--- config.mk ---
export PLATFORM = sky130hd
export DESIGN_NAME = led_pwm_fader
export DESIGN_NICKNAME = d
export VERILOG_FILES = /design/src/rtl/led_pwm_fader.sv
export SDC_FILE = /design/constraint.sdc
export NUM_CORES = 1
export LEC_CHECK = 0
export BUFFER_PORTS_ARGS = -buffer_cell sky130_fd_sc_hd__buf_2
export CORE_ASPECT_RATIO = 1.1
export CORE_UTILIZATION = 50
export CTS_BUF_LIST = sky130_fd_sc_hd__clkbuf_4
export DETAILED_ROUTE_END_ITERATION = 10
export PLACE_DENSITY = 0.7
export RECOVER_POWER = 25
export SYNTH_ARGS = -nofsm -noshare
export SYNTH_HDL_FRONTEND = slang
export SYNTH_SLANG_ARGS = --single-unit
--- constraint.sdc ---
create_clock -name clock_12mhz -period 3.17 [get_ports clock_12mhz]
set_clock_uncertainty 0.2 [all_clocks]
set_input_delay 0.1585 -clock clock_12mhz [delete_from_list [all_inputs] [get_ports clock_12mhz]]
set_output_delay 0.1585 -clock clock_12mhz [all_outputs]
set_load 0.01 [all_outputs]
--- src/rtl/led_pwm_fader.sv ---
// Breathing-colour PWM driver for the RGB LED: one colour ramps 0->max->0,
// then the next colour takes over (RED->GREEN->BLUE->RED).
module led_pwm_fader #(
  parameter int PWM_WIDTH    = 8,
  parameter int STEP_PERIODS = 4
) (
  input  logic                 clock_12mhz,
  input  logic                 reset,
  input  logic                 enable,
  input  logic                 hold,
  output logic                 led_red,
  output logic                 led_green,
  output logic                 led_blue,
  output logic [1:0]           color,
  output logic [PWM_WIDTH-1:0] duty,
  output logic                 period_strobe
);

  localparam logic [PWM_WIDTH-1:0] MAX = '1;
  localparam int                   SW  = (STEP_PERIODS > 1) ? $clog2(STEP_PERIODS) : 1;
  localparam logic [SW-1:0]        STEP_LAST = SW'(STEP_PERIODS - 1);

  typedef enum logic { RISE, FALL } ramp_t;
  typedef enum logic [1:0] { RED = 2'd0, GREEN = 2'd1, BLUE = 2'd2 } color_t;

  logic [PWM_WIDTH-1:0] r_pwm_cnt;
  logic [PWM_WIDTH-1:0] r_duty;
  logic [SW-1:0]        r_step_cnt;
  ramp_t                r_ramp;
  color_t               r_color;
  logic                 r_led_red;
  logic                 r_led_green;
  logic                 r_led_blue;
  logic                 r_strobe;
  logic                 w_cmp;

  assign w_cmp = (r_pwm_cnt < r_duty);

  always_ff @(posedge clock_12mhz) begin
    if (reset) begin
      r_pwm_cnt   <= '0;
      r_duty      <= '0;
      r_step_cnt  <= '0;
      r_ramp      <= RISE;
      r_color     <= RED;
      r_led_red   <= 1'b0;
      r_led_green <= 1'b0;
      r_led_blue  <= 1'b0;
      r_strobe    <= 1'b0;
    end else if (!enable) begin
      r_led_red   <= 1'b0;
      r_led_green <= 1'b0;
      r_led_blue  <= 1'b0;
      r_strobe    <= 1'b0;
    end else begin
      r_pwm_cnt   <= r_pwm_cnt + 1'b1;
      r_strobe    <= (r_pwm_cnt == MAX);
      r_led_red   <= (r_color == RED)   && w_cmp;
      r_led_green <= (r_color == GREEN) && w_cmp;
      r_led_blue  <= (r_color == BLUE)  && w_cmp;
      // Duty only moves on the wrap edge, so a new value starts at pwm_cnt==0.
      if (r_pwm_cnt == MAX && !hold) begin
        if (r_step_cnt == STEP_LAST) begin
          r_step_cnt <= '0;
          case (r_ramp)
            RISE: begin
              if (r_duty == MAX) r_ramp <= FALL;
              else               r_duty <= r_duty + 1'b1;
            end
            FALL: begin
              if (r_duty == '0) begin
                r_ramp <= RISE;
                case (r_color)
                  RED:     r_color <= GREEN;
                  GREEN:   r_color <= BLUE;
                  default: r_color <= RED;
                endcase
              end else begin
                r_duty <= r_duty - 1'b1;
              end
            end
            default: r_ramp <= RISE;
          endcase
        end else begin
          r_step_cnt <= r_step_cnt + 1'b1;
        end
      end
    end
  end

  assign led_red       = r_led_red;
  assign led_green     = r_led_green;
  assign led_blue      = r_led_blue;
  assign color         = r_color;
  assign duty          = r_duty;
  assign period_strobe = r_strobe;

endmodule

==> flow_summary.yaml <==
final_layout:
  mostFrequentLayoutCells: "nor2_1, dfxtp_1, ha_1, buf_2"
  n_antenna_cell: 0
  fin_area_sq_um: 1659
  area_growth_pct: 8.778
  drive_above_1_share_pct: 9.948
  nNetsFinal: 212
  final_common_cell: "nor2_1"
  nFillCells: 273
sta:
  slew_headroom_pct: 56.05
  setup_viol: 0
  finalSetupTns_ps: 0
  max_freq_mhz: 417.8
  rsz0062_at_grt: "false"
  report.final.slew_viol_count: 0
  period_needed_ps: 2393
  period_share_pct: 75.50
  setup_ws_ps: 776.8
  hold_viol: 0
  tightest_slew_ps: 653.2
synthesis:
  ys_seq_area_share_pct: 32.81
  syn_area_sq_um: 1525
  avgSynthCellArea_sq_um: 8.816
  yosysUniqueCellTypes: 38
  ys_warn_count: 0
  ys_seq_elements: 25
  synth_top_area_share_pct: 32.81
  synth_area_leaders: "dfxtp_1, ha_1, mux2i_1"
  synth_top_area_cell: "dfxtp_1"
  synth_cells: 173
  synth_nets: 193
clock_tree:
  clk_root_buffer_cell: "clkbuf_4"
  clockBufferDepth: 2
  h-tree-depth: 1
  hold_buffers: 0
  cts.sinks: 25
  cts_tree: "built"
  cts_buffers: 3
  cts-resized-gates: 0
  postCtsSetupBuffers: 0
  worstSkewPairLatency_ps: 320
  clk_pin_slew_ps: 140
die:
  io_pins: 18
  die_h_microns: 59.93
  die_w_microns: 54.66
  rows: 20
  fp.coreArea_sq_um: 2828
  start_util_pct: 53.94
  dieArea_sq_um: 3276
grt:
  antenna_found_initial: 0
  grt_start_max_net_pins: 24
  grt_pass1_wl_microns: 5112
  grt_overflow: 0
  grt_pass1_vias: 1193
  grt_use_total_pct: 21.62
worst_hold_path:
  min_path_cells: 3
  min_to: "r_pwm_cnt[0]"
  min-delay-start: "enable"
  hold_class: "primary input to flip-flop"
setup_path:
  worst-path-max-fanout: 12
  cpMaxStageDelayCell: "dfxtp_1"
  startpoint_type: "flip-flop"
  worst-path-buf-inv: 0
  regToRegEndpoint: "duty[7]"
  crit_arrival_ps: 2460
  endpoint_kind: "flip-flop"
  slowest_delay_ps: 620
  ff2ff_setup_slack_ps: 780
  rr_worst_depth: 6
  timing.rr.start: "r_ramp"
  worstSetupPathType: "flip-flop to flip-flop"
  cp_cell_sequence: "ha_1 -> a211oi_1 -> or2_2 -> a31oi_1 -> or4_1 -> a21oi_1"
  cp_top_family: "flip-flops"
  worst_ep_required_time_ps: 3230
drt:
  ant_nets: 0
  wire_per_inst_microns: 14.40
  vias: 1312
  vias_per_cell: 5.857
  first_iter_violations: 43
  remaining_drc_errors: 0
  wl_microns: 3226
  dr.pass1.iters: 4
job:
  max-cap-violations: 0
pwr:
  p_leak_nw: 0.7171
  finalPower_mw: 0.4872
  ir_drop_v: 0.0002734
  power.density_nw_per_um2: 293.7
placed_design:
  numPortBuffers: 17
  dp_hpwl_microns: 2427
  routabilityCongestion: 0.7860
  placed_area_sq_um: 1639
  place_ws_ps: 834.7
outcome:
  status: "finished clean"
-- layer usage --
metal	global-route usage (%)	vias up	share of wire (%)
met2	37.87	28	49
met5	0	-	0
met3	3.053	6	2.5
li1	-	666	-
met4	7.326	0	1.4
met1	26.22	612	47
-- kinds of logic (layout without fill, tap and decap cells) --
kind of cell | count (synthesis) | after routing | share of synthesized area (%)
AND/OR/NAND/NOR | 63 | 63 | 22.31
buffers and inverters | 14 | 32 | 3.774
flip-flops | 25 | 25 | 32.81
adder cells (fa/ha/maj) | 16 | 16 | 13.62
AO/OA/AOI/OAI | 36 | 36 | 15.75
multiplexers | 10 | 10 | 6.563
XOR/XNOR | 9 | 9 | 5.168
-- worst max path at each step --
stage / cells after the start / slack [ps] / start / end
after floorplan: 6 / 1080 / r_ramp / duty[7]
after global routing: 6 / 680 / r_ramp / duty[7]
after CTS: 6 / 790 / r_ramp / duty[7]
final: 6 / 780 / r_ramp / duty[7]
after global placement: 7 / 940 / r_pwm_cnt[0] / duty[7]
after detailed placement: 6 / 830 / r_ramp / duty[7]
-- through the flow --
step | hold slack [ps] | instances | util [%]
after floorplan | 31.26 | 173 | -
after global placement | 286.0 | 220 | 57.96
after detailed placement | 294.5 | 220 | 57.96
after CTS | 19.44 | 224 | 58.94
after global routing | 27.77 | 224 | 58.67
final | 22.74 | 224 | 58.67
-- report_power, final --
part | switching (mW) | internal, mW
Combinational | 0.0144 | 0.0103
Clock | 0.0948 | 0.0472
Sequential | 0.00310 | 0.317
-- cell usage after synthesis, drive strengths merged --
library cell,instances
nor2,26
dfxtp,25
ha,15
a21oi,10
inv,10
mux2i,10
nand2,8
a21o,7
nand4,6
o21ai,6
a211oi,5
xor2,5
xnor2,4
nand3,3
nor2b,3
nor3b,3
nor4,3
or4,3
buf,2
clkbuf,2
nand2b,2
nor3,2
a211o,1
a221oi,1
a311oi,1
a31oi,1
fa,1
nand3b,1
nor4b,1
o2111a,1
o211a,1
o311ai,1
o31ai,1
or2,1
or3,1
-- final cells by class --
cell class / count / area, sq um / area share (%)
clock buffer: 3 / 22.52 / 1.357
clock inverter: 1 / 5.005 / 0.3017
inverter: 10 / 37.54 / 2.262
multi-input combinational: 134 / 967.2 / 58.30
sequential: 25 / 500.5 / 30.17
tap: 33 / 41.29 / 2.489
timing repair buffer: 18 / 85.08 / 5.128
-- worst min-delay path, cell delays in order --
cell and delay, ps:
buf_2 180, xnor2_1 100, nor2_1 70
-- sequential cells by signal, summed over array words and instances (netlist names) --
register / flops
color: 2
duty: 8
led_blue: 1
led_green: 1
led_red: 1
period_strobe: 1
r_pwm_cnt: 8
r_ramp: 1
r_step_cnt: 2
(Power assumes the default switching activity.)
